**config.mk**
```make
export PLATFORM = sky130hd
export DESIGN_NAME = otter_cu_fsm_flat
export DESIGN_NICKNAME = d
export VERILOG_FILES = /design/src/rtl/otter_cu_fsm_pkg.sv /design/src/rtl/otter_cu_fsm_if.sv /design/src/rtl/otter_cu_fsm_instret_ctr.sv /design/src/rtl/otter_cu_fsm.sv /design/src/flat_wrapper.sv
export SDC_FILE = /design/constraint.sdc
export NUM_CORES = 1
export LEC_CHECK = 0
export ABC_CLOCK_PERIOD_IN_PS = 3400
export CORE_ASPECT_RATIO = 1.1
export CORE_MARGIN = 5
export CORE_UTILIZATION = 50
export DETAILED_ROUTE_END_ITERATION = 6
export GPL_TIMING_DRIVEN = 0
export PLACE_DENSITY = 0.81
export SLEW_MARGIN = 20
export SYNTH_ARGS = -nofsm -noshare
export SYNTH_HDL_FRONTEND = slang
export SYNTH_SLANG_ARGS = --single-unit
export TNS_END_PERCENT = 1
```
**constraint.sdc**
```tcl
create_clock -name clk -period 3.4 [get_ports clk]
set_input_delay 0.68 -clock clk [delete_from_list [all_inputs] [get_ports clk]]
set_output_delay 0.68 -clock clk [all_outputs]
set_load 0.03 [all_outputs]
```
**src/rtl/otter_cu_fsm_pkg.sv**
```systemverilog
// Shared types for the Otter multicycle control unit: RV32I major opcodes,
// controller states and the funct3 that marks MRET within SYSTEM.
package otter_pkg;

    typedef enum logic [6:0] {
        LOAD   = 7'b0000011,
        STORE  = 7'b0100011,
        BRANCH = 7'b1100011,
        JAL    = 7'b1101111,
        JALR   = 7'b1100111,
        LUI    = 7'b0110111,
        AUIPC  = 7'b0010111,
        OP     = 7'b0110011,
        OP_IMM = 7'b0010011,
        SYSTEM = 7'b1110011
    } opcode_t;

    typedef enum logic [2:0] {
        INIT,
        FETCH,
        EXEC,
        WB,
        INTR
    } cu_state_t;

    localparam logic [2:0] F3_MRET = 3'b000;

endpackage

```
**src/rtl/otter_cu_fsm_if.sv**
```systemverilog
// Control-unit bus: decoded instruction fields and the interrupt request in,
// datapath strobes and the retired-instruction count out.
interface otter_cu_fsm_if #(
    parameter int INSTRET_W = 64
);
    logic [6:0]           opcode;
    logic [2:0]           funct3;
    logic                 intr;
    logic                 pc_rst;
    logic                 pc_we;
    logic                 rf_we;
    logic                 mem_rden1;
    logic                 mem_rden2;
    logic                 mem_we2;
    logic                 csr_we;
    logic                 int_taken;
    logic                 mret_exec;
    logic                 illegal;
    logic [INSTRET_W-1:0] instret;

    modport master (
        input  opcode, funct3, intr,
        output pc_rst, pc_we, rf_we, mem_rden1, mem_rden2, mem_we2,
               csr_we, int_taken, mret_exec, illegal, instret
    );

    modport slave (
        output opcode, funct3, intr,
        input  pc_rst, pc_we, rf_we, mem_rden1, mem_rden2, mem_we2,
               csr_we, int_taken, mret_exec, illegal, instret
    );
endinterface

```
**src/rtl/otter_cu_fsm_instret_ctr.sv**
```systemverilog
// Retired-instruction counter; wraps silently at 2^INSTRET_W.
module otter_instret_ctr #(
    parameter int INSTRET_W = 64
) (
    input  logic                 clk,
    input  logic                 rst,
    input  logic                 inc,
    output logic [INSTRET_W-1:0] count
);
    logic [INSTRET_W-1:0] r_count;

    always_ff @(posedge clk) begin
        if (rst)
            r_count <= '0;
        else if (inc)
            r_count <= r_count + INSTRET_W'(1);
    end

    assign count = r_count;
endmodule

```
**src/rtl/otter_cu_fsm.sv**
```systemverilog
// Otter multicycle control unit: FETCH/EXEC/WB sequencing with interrupt entry
// at instruction boundaries; strobes are decoded combinationally from state.
module otter_cu_fsm
    import otter_pkg::*;
#(
    parameter int INSTRET_W = 64,
    parameter bit INTR_EN   = 1'b1
) (
    input  logic          clk,
    input  logic          rst,
    otter_cu_fsm_if.master bus
);
    cu_state_t            r_state;
    logic                 w_intr_req;
    logic                 w_inc;
    logic [INSTRET_W-1:0] w_count;

    assign w_intr_req = bus.intr && INTR_EN;

    // intr is only looked at when an instruction finishes (EXEC or WB exit)
    always_ff @(posedge clk) begin
        if (rst) begin
            r_state <= INIT;
        end else begin
            case (r_state)
                INIT:    r_state <= FETCH;
                FETCH:   r_state <= EXEC;
                EXEC: begin
                    if (bus.opcode == LOAD)
                        r_state <= WB;
                    else
                        r_state <= w_intr_req ? INTR : FETCH;
                end
                WB:      r_state <= w_intr_req ? INTR : FETCH;
                INTR:    r_state <= FETCH;
                default: r_state <= INIT;
            endcase
        end
    end

    always_comb begin
        bus.pc_rst    = 1'b0;
        bus.pc_we     = 1'b0;
        bus.rf_we     = 1'b0;
        bus.mem_rden1 = 1'b0;
        bus.mem_rden2 = 1'b0;
        bus.mem_we2   = 1'b0;
        bus.csr_we    = 1'b0;
        bus.int_taken = 1'b0;
        bus.mret_exec = 1'b0;
        bus.illegal   = 1'b0;
        if (rst) begin
            bus.pc_rst = 1'b1;
        end else begin
            case (r_state)
                INIT:  bus.pc_rst    = 1'b1;
                FETCH: bus.mem_rden1 = 1'b1;
                EXEC: begin
                    case (bus.opcode)
                        LOAD: bus.mem_rden2 = 1'b1;
                        OP, OP_IMM, LUI, AUIPC, JAL, JALR: begin
                            bus.pc_we = 1'b1;
                            bus.rf_we = 1'b1;
                        end
                        STORE: begin
                            bus.pc_we   = 1'b1;
                            bus.mem_we2 = 1'b1;
                        end
                        BRANCH: bus.pc_we = 1'b1;
                        SYSTEM: begin
                            bus.pc_we = 1'b1;
                            // CSRRW/CSRRS/CSRRC write both the CSR and rd
                            if (bus.funct3 inside {3'b001, 3'b010, 3'b011}) begin
                                bus.rf_we  = 1'b1;
                                bus.csr_we = 1'b1;
                            end else if (bus.funct3 == F3_MRET) begin
                                bus.mret_exec = 1'b1;
                            end
                        end
                        default: begin
                            bus.pc_we   = 1'b1;
                            bus.illegal = 1'b1;
                        end
                    endcase
                end
                WB: begin
                    bus.rf_we = 1'b1;
                    bus.pc_we = 1'b1;
                end
                INTR: begin
                    bus.int_taken = 1'b1;
                    bus.pc_we     = 1'b1;
                end
                default: ;
            endcase
        end
    end

    assign w_inc = bus.pc_we && (r_state == EXEC || r_state == WB) && !rst;

    otter_instret_ctr #(
        .INSTRET_W (INSTRET_W)
    ) u_instret (
        .clk   (clk),
        .rst   (rst),
        .inc   (w_inc),
        .count (w_count)
    );

    assign bus.instret = w_count;
endmodule

```
**src/flat_wrapper.sv**
```systemverilog
// flat-port wrapper written by rule: the top's interface ports become plain ports
module otter_cu_fsm_flat import otter_pkg::*;
#(
    parameter int INSTRET_W = 64,
    parameter bit INTR_EN   = 1'b1
)
  (clk, rst, bus_opcode, bus_funct3, bus_intr, bus_pc_rst, bus_pc_we, bus_rf_we, bus_mem_rden1, bus_mem_rden2, bus_mem_we2, bus_csr_we, bus_int_taken, bus_mret_exec, bus_illegal, bus_instret);
  otter_cu_fsm_if #(.INSTRET_W(INSTRET_W)) bus_i ();
  input  logic clk;
  input  logic rst;
  input wire logic [$bits(bus_i.opcode)-1:0] bus_opcode;
  input wire logic [$bits(bus_i.funct3)-1:0] bus_funct3;
  input wire logic [$bits(bus_i.intr)-1:0] bus_intr;
  output wire logic [$bits(bus_i.pc_rst)-1:0] bus_pc_rst;
  output wire logic [$bits(bus_i.pc_we)-1:0] bus_pc_we;
  output wire logic [$bits(bus_i.rf_we)-1:0] bus_rf_we;
  output wire logic [$bits(bus_i.mem_rden1)-1:0] bus_mem_rden1;
  output wire logic [$bits(bus_i.mem_rden2)-1:0] bus_mem_rden2;
  output wire logic [$bits(bus_i.mem_we2)-1:0] bus_mem_we2;
  output wire logic [$bits(bus_i.csr_we)-1:0] bus_csr_we;
  output wire logic [$bits(bus_i.int_taken)-1:0] bus_int_taken;
  output wire logic [$bits(bus_i.mret_exec)-1:0] bus_mret_exec;
  output wire logic [$bits(bus_i.illegal)-1:0] bus_illegal;
  output wire logic [$bits(bus_i.instret)-1:0] bus_instret;
  assign bus_i.opcode = bus_opcode;
  assign bus_i.funct3 = bus_funct3;
  assign bus_i.intr = bus_intr;
  assign bus_pc_rst = bus_i.pc_rst;
  assign bus_pc_we = bus_i.pc_we;
  assign bus_rf_we = bus_i.rf_we;
  assign bus_mem_rden1 = bus_i.mem_rden1;
  assign bus_mem_rden2 = bus_i.mem_rden2;
  assign bus_mem_we2 = bus_i.mem_we2;
  assign bus_csr_we = bus_i.csr_we;
  assign bus_int_taken = bus_i.int_taken;
  assign bus_mret_exec = bus_i.mret_exec;
  assign bus_illegal = bus_i.illegal;
  assign bus_instret = bus_i.instret;
  otter_cu_fsm #(.INSTRET_W(INSTRET_W), .INTR_EN(INTR_EN)) u_core (.clk(clk), .rst(rst), .bus(bus_i));
endmodule
```
* After elaboration in Yosys (flattened, before gate mapping)
Cells that the tools add are included.
Cells by class: add/sub/neg operators 1, eq/ne operators 17, muxes and demuxes 33, reduce and logical (&&, ||, !) cells 11
Operators by type and width (number):
- $add A64 B1 Y64 const B | 1
- $eq A7 B7 Y1 const B | 4
- $mux W1 | 27
- $eq A7 B6 Y1 const B | 3
- $eq A7 B5 Y1 const B | 2
- $eq A3 B2 Y1 const B | 4
- $pmux W3 S4 | 1
- $reduce_or A10 Y1 | 1
- $eq A7 B2 Y1 const B | 1
- $eq A3 B1 Y1 const B | 2
- $logic_not A3 Y1 | 2
- $mux W3 | 2
- $pmux W1 S2 | 3
- $reduce_or A6 Y1 | 1
- $reduce_or A2 Y1 | 2
- $eq A3 B3 Y1 const B | 1
- $reduce_bool A3 Y1 | 1
- $logic_and A1 B1 Y1 | 2
- $logic_not A1 Y1 | 1
- $logic_or A1 B1 Y1 | 1
Word-level totals: bits in registers 67, input bits 13, output and inout bits 74, logic and storage cells 64

* Depth between registers and ports, before layout
Gate-level depths: netlist of run 1.
depth after elaboration 6, mapped depth 8, gate-level depth less buffers 6

* By module
Synthesis of run 1 repeated with hierarchy kept, for this count alone.
Second synthesis, totals: cells, all modules 387, area, all modules 3339.5 um^2
By module, submodules not included:
- otter_instret_ctr | instances 1, cells an instance 347, area an instance 3027.9 um^2, seq. area each 1281.2 um^2
- otter_cu_fsm | instances 1, cells an instance 40, area an instance 311.5 um^2, seq. area each 60.1 um^2

* Least setup slack after synthesis of run 1
Ideal clock, no wire load.
kind input -> output, from input rst, to output bus_mem_we2, arrival time 2.417 ns, required time 2.720 ns, path slack 0.303 ns, stages on the path 4, path buffers 0, cell sequence or3b_2 -> nor2_1 -> nand2_1 -> nor4b_1
Between the ends: cells in the longest elaborated chain, start to end 1
Ends and longest elaborated chain:
- from (decl) | RTL line flat_wrapper.sv:10 | input logic rst;
- $mux W1 | RTL line otter_cu_fsm.sv:52 | if (rst) begin
- to (decl) | RTL line flat_wrapper.sv:19 | output wire logic [$bits(bus_i.mem_we2)-1:0] bus_mem_we2;
Every way passes these cells.

* Final worst setup path of run 1
from input bus_opcode[6], to output bus_pc_we
Between the ends: cells in the longest elaborated chain, start to end 4
Ends and longest elaborated chain:
- from (decl) | RTL line flat_wrapper.sv:11 | input wire logic [$bits(bus_i.opcode)-1:0] bus_opcode;
- $eq A7 B2 Y1 | RTL line otter_cu_fsm.sv:59 | case (bus.opcode)
- $mux W1 | RTL line otter_cu_fsm.sv:59
- $pmux W1 S2 | RTL line otter_cu_fsm.sv:55 | case (r_state)
- $mux W1 | RTL line otter_cu_fsm.sv:52
- to (decl) | RTL line flat_wrapper.sv:15 | output wire logic [$bits(bus_i.pc_we)-1:0] bus_pc_we;
Every way passes these cells.

==> results of run 1 <==
## worst register-to-register path, stage by stage, from the launching register on
cell     delay, ns
dfxtp_1       0.45
ha_1          0.23
and3_1        0.27
o21ai_0       0.30
or4_4         0.64
nor4_1        0.29
mux2_2        0.37
## worst max-delay path by stage
stage                        startpoint          end  slack (ns)  cells past startpoint
after detailed placement  bus_opcode[0]    bus_pc_we       -0.58                      7
after global routing      bus_opcode[0]    bus_pc_we       -0.08                      7
final                     bus_opcode[6]    bus_pc_we        0.04                      7
after CTS                           rst   bus_csr_we       0.003                      6
after global placement    bus_opcode[0]    bus_pc_we       -0.54                      7
after floorplan                     rst  bus_mem_we2        0.30                      4
## area by class of cell
cell class | count | area [um^2] | share of cell area [%]
inverter | 8 | 30.0 | 0.632
tap | 85 | 106 | 2.24
timing repair buffer | 86 | 870 | 18.3
buffer | 20 | 88.8 | 1.87
clock buffer | 11 | 141 | 2.98
sequential | 67 | 1340 | 28.2
clock inverter | 5 | 52.6 | 1.11
multi-input combinational | 346 | 2120 | 44.6
## state kept, by name, indices dropped and copies added, names as in the netlist
signal / cells
u_core.u_instret.count: 64
u_core.r_state: 3
## repair_timing
| action | in CTS | in global routing |
|---|---|---|
| resized for setup | 9 | 5 |
| cloned | 0 | 0 |
| hold buffers | 0 | 0 |
| endpoints found under the setup margin | 9 | 6 |
## synth_stat cells (all sizes together), types with 5 or more instances
cell	instances	area, um^2
o21ai	15	75.1
nor2	35	131
a21oi	44	220
or4	33	251
xnor2	12	105
o31ai	28	210
nand3	30	150
nor4	19	125
inv	8	30.0
clkbuf	17	63.8
or3	11	68.8
dfxtp	67	1340
nand4	27	181
xor2	7	61.3
nand2	29	109
and3	8	50.1
nor3	9	45.0
and4	5	43.8
nand2b	7	43.8
## cells by family (layout without fill, tap and decap cells)
kind of cell	count (synthesis)	count (layout)	share of synthesized area, %
buffers and inverters	28	130	3.20
adders and majority gates	1	1	0.352
and+or+nand+nor	232	232	38.0
xor gates and xnor gates	19	19	4.68
muxes	3	3	0.914
DFF	67	67	37.7
AOI/OAI and AO/OA	91	91	15.2
## through the flow
stage	hold slack, ns	instances	cell area [um^2]	power, mW
after floorplan	0.578	441	3560	0.856
after global placement	0.480	612	4530	0.894
after detailed placement	0.494	612	4530	0.895
after CTS	0.505	628	4740	1.54
after global routing	0.518	628	4750	1.59
final	0.505	628	4750	1.54
## layer usage
| layer | routed length, um | global-route usage (%) | vias to the layer above |
|---|---|---|---|
| met5 | 0 | 0 | - |
| met4 | 235 | 9.97 | 0 |
| met3 | 610 | 3.66 | 23 |
| met2 | 5200 | 39.2 | 156 |
| met1 | 4580 | 29.8 | 1836 |
| li1 | - | - | 1884 |
## where the power goes
group / total (mW) / switching [mW] / leakage (nW) / internal (mW)
Clock: 0.658 / 0.303 / 0.0991 / 0.355
Combinational: 0.0865 / 0.0497 / 0.852 / 0.0368
Sequential: 0.794 / 0.00551 / 0.540 / 0.788
Total: 1.54 / 0.358 / 1.49 / 1.18
==> metrics, run 1 <==
Max VDD drop=roughly 0.28 mV; Clk Latency, worst-skew pair=0.35 ns; die width=approximately 90 um; PD cells=around 320 mW/mm^2; post-route setup TNS=0 ns; Die Span Y=slightly below 100 um; CTS tree=done; Layout Utilization=68.2%; most frequent cells in the layout=clkdlybuf4s50_1, dfxtp_1, a21oi_1, nor2_1, or4_1; CP Launch Type=primary input; H-tree depth=3; initial antenna violation count=0; Core Area=around 0.0070 mm^2; Worst Reg-to-Reg Cells=6; cells along the critical path=clkdlybuf4s50_1, nor4_1, nand2_1, clkbuf_1, nand2b_1, a21oi_1, dlygate4sd2_1; Hold Fails Final Rpt=0; Clock Path Buffers=2; reg2reg setup slack=between 0.7 and 0.8 ns; gp weighted congestion=0.839; final setup vio count=0; area delta synth->final=33.4%; vias per inst=a little over 6; min cycle time layout=roughly 3.4 ns; Tot GR Track Use=between 20% and 30%; starting density of the core=around half; crit path max fanout=10; DP Worst Slack=-0.585 ns; reg-to-reg endpoint=u_core.u_instret.count[56]; number of placement rows=32; Mapped Cells=around 440; Hold EP=u_core.u_instret.count[62]; Crit path max-delay family=buffers and inverters; Critical Path End Type=output port; WL per Instance=between 15 and 20 um; drc violations=0; via count=~4000; clk sink count=67; First-pass DRT Iterations=5; skew final=approximately 0.0083 ns; Post-synth EDFFs=0; status=completed; # diodes=0; Die Area=between 0.008 and 0.009 mm^2; Ys Warns=0; CP Buf/Inv Count=3; RSZ-0062 raised after global routing=true; Worst Setup Path Type=in -> out; GRT overflow=0; postcts setup bufs=0; final worst slack=roughly 0.037 ns; Ports=87; root buffer cell=clkbuf_8; post-synthesis sequential area ratio=between 30% and 40%; vias in the first global route=between 3000 and 4000; commonest non-fill, non-tap cell in the layout=clkdlybuf4s50_1; worst r2r src=u_core.u_instret.count[0]; flop and latch count out of synthesis=67; Max Fclk=297 MHz; antenna viol nets, final=0; layout cell share with drive strength beyond 1=under 10%; WHS Path Cells=2; Layout Nets=about 550; Unique masters post-synth=44; HP Start=u_core.u_instret.count[62]; mapped cell area=around 0.0036 mm^2; Post-Syn Nets=about 460; Tcrit/Tclk final=98.9%; HPWL Detailed=roughly 7900 um; port buffer count=between 80 and 90; global-route wire length before repair=between 15000 and 20000 um; Hold Path Class=reg -> reg; Slowest cell on crit path=clkdlybuf4s50_1; crit path DAT=approximately 2.7 ns; ys async rst share=0%; Max Cap Viol=0; worst-margin pin slew=between 0.7 and 0.8 ns; largest net degree at the start of global routing=12; Final Max Slew Viols=0; final WL=roughly 11000 um; synthesized area per cell=approximately 8.1 um^2; Leak=1.49 nW; Clock transition at path regs=0.07 ns; Starting DRT DRC Count=between 200 and 300; Primary FF master, synth=dfxtp_1; # fillers=575; relative slew slack=between 40 and 50%; cts bufs inserted=9; Worst EP required=approximately 2.7 ns; Slowest Stage Delay on Critical Path=between 0.5 and 0.6 ns
No activity file was read; power rests on OpenSTA's default activity.
==> run 2, diff against run 1 <==
--- a/config.mk
+++ b/config.mk
@@ -5,13 +5,14 @@
 export SDC_FILE = /design/constraint.sdc
 export NUM_CORES = 1
 export LEC_CHECK = 0
-export ABC_CLOCK_PERIOD_IN_PS = 3400
+export ABC_CLOCK_PERIOD_IN_PS = 3300
 export CORE_ASPECT_RATIO = 1.1
 export CORE_MARGIN = 5
-export CORE_UTILIZATION = 50
+export CORE_UTILIZATION = 51
+export CTS_BUF_LIST = sky130_fd_sc_hd__clkbuf_4
 export DETAILED_ROUTE_END_ITERATION = 6
 export GPL_TIMING_DRIVEN = 0
-export PLACE_DENSITY = 0.81
+export PLACE_DENSITY = 0.82
 export SLEW_MARGIN = 20
 export SYNTH_ARGS = -nofsm -noshare
 export SYNTH_HDL_FRONTEND = slang
==> constraint.sdc (replaced) <==
create_clock -name clk -period 3.3 [get_ports clk]
set_input_delay 0.66 -clock clk [delete_from_list [all_inputs] [get_ports clk]]
set_output_delay 0.66 -clock clk [all_outputs]
set_load 0.03 [all_outputs]
==> metrics, run 2 (same netlist as run 1, synthesis figures left out) <==
Max Cap Viol=0; RSZ-0062 raised after global routing=true; antenna viol nets, final=0; via count=4000; Layout Nets=about 550; max FFs per register=64; Hold Path Class=reg -> reg; Clock transition at path regs=about 0.1 ns; Die Span Y=97.6 um; cts bufs inserted=9; final WL=between 10000 and 15000 um; final setup vio count=0; layout cell share with drive strength beyond 1=around 6.8%; Starting DRT DRC Count=205; Clock Path Buffers=2; gp weighted congestion=0.885; CP Launch Type=primary input; vias in the first global route=approximately 3700; HPWL Detailed=around 8000 um; die width=~90 um; Core Area=0.00693 mm^2; Slowest Stage Delay on Critical Path=~0.60 ns; cells along the critical path=clkdlybuf4s50_1, nor4_2, nand2_1, clkbuf_1, nand2b_1, a21oi_1, dlygate4sd2_1; Worst EP required=2.64 ns; root buffer cell=clkbuf_4; reg-to-reg endpoint=u_core.u_instret.count[56]; largest net degree at the start of global routing=11; min cycle time layout=~3.2 ns; Layout Utilization=approximately two thirds; CTS tree=done; GRT overflow=0; Critical Path End Type=output port; Ports=between 80 and 90; PD cells=about 280 mW/mm^2; WHS Path Cells=2; WHS=0.507 ns; Leak=around 1.4 nW; clk sink count=67; starting density of the core=51.4%; Max VDD drop=about 0.2 mV; Worst Setup Path Type=in -> out; Die Area=between 0.008 and 0.009 mm^2; Slowest cell on crit path=clkdlybuf4s50_1; commonest non-fill, non-tap cell in the layout=clkdlybuf4s50_1; Max Fclk=316 MHz; relative slew slack=a little under half; # fillers=between 500 and 600; hold buffer count at cts=0; Hold EP=u_core.u_instret.count[46]; area delta synth->final=30.7%; Final Max Slew Viols=0; H-tree depth=3; drc violations=0; Tcrit/Tclk final=a little over nine tenths; global-route wire length before repair=around 17000 um; skew final=around 0.013 ns; port buffer count=86; Hold Fails Final Rpt=0; status=completed; HP Start=u_core.u_instret.count[46]; worst-margin pin slew=between 0.7 and 0.8 ns; First-pass DRT Iterations=5; most frequent cells in the layout=clkdlybuf4s50_1, dfxtp_1, a21oi_1, nor2_1, or4_1; crit path max fanout=10; initial antenna violation count=0; vias per inst=approximately 6.4; reg2reg setup slack=0.64 ns; Tot GR Track Use=between 20% and 30%; worst r2r src=u_core.u_instret.count[0]; number of placement rows=32; crit path DAT=roughly 2.5 ns; WL per Instance=17.0 um; # diodes=0; Worst Reg-to-Reg Cells=6; Clk Latency, worst-skew pair=0.40 ns
## run 2: stage by stage
step	cell area (um^2)	setup WS, ns	TNS (ns)	total power, mW	cells
after global placement	4530	-0.597	-2.81	0.921	612
after floorplan	3560	0.243	0	0.882	441
after global routing	4650	-0.0475	-0.0475	1.36	628
after detailed placement	4530	-0.621	-3.43	0.922	612
after CTS	4630	0.00671	0	1.33	626
final	4650	0.137	0	1.32	628
## run 2: worst max path at each step
stage | start | end | slack (ns) | cells after the start
6_report | bus_opcode[6] | bus_pc_we | 0.14 | 7
2_1_floorplan | rst | bus_mem_we2 | 0.24 | 4
5_1_grt | bus_opcode[6] | bus_pc_we | -0.05 | 7
4_1_cts | rst | bus_int_taken | 0.007 | 6
3_5_place_dp | bus_opcode[0] | bus_pc_we | -0.62 | 7
3_3_place_gp | bus_opcode[0] | bus_pc_we | -0.60 | 7
## run 2: power by group
part | leakage [nW] | internal (mW) | switching (mW)
logic | 0.829 | 0.0388 | 0.0517
registers | 0.540 | 0.812 | 0.00546
clock network | 0.0563 | 0.138 | 0.278
total | 1.43 | 0.989 | 0.336
## run 2: layer usage
layer  vias up  share of wire, %  global-route usage (%)
met1      1909                42                    31.4
li1       1889                 -                       -
met5         -                 0                       0
met4         0               1.9                    9.05
met2       183                50                    39.5
met3        19               6.3                    3.39
## run 2: cell type report
type                            instances  area [um^2]  share of cell area [%]
Multi-Input combinational cell        346         2120                    45.7
Sequential cell                        67         1340                    28.8
Timing Repair Buffer                   88          870                    18.7
Tap cell                               85          106                    2.29
Buffer                                 20         88.8                    1.91
Clock buffer                            9         67.6                    1.45
Inverter                                8         30.0                   0.646
Clock inverter                          5         22.5                   0.484
## run 2: what timing repair did
item / in CTS / in global routing
endpoints found under the setup margin: 9 / 6
resized for setup: 11 / 10
setup buffers: 0 / 2
pin swaps: 0 / 1
hold endpoints to repair: 0 / 0
## run 2: worst max-delay path, delay by kind of cell
family / cells / cell delay, ns
AO/OA/AOI/OAI: 1 / 0.13
buffers and inverters: 3 / 1.36
AND/OR/NAND/NOR: 3 / 0.34
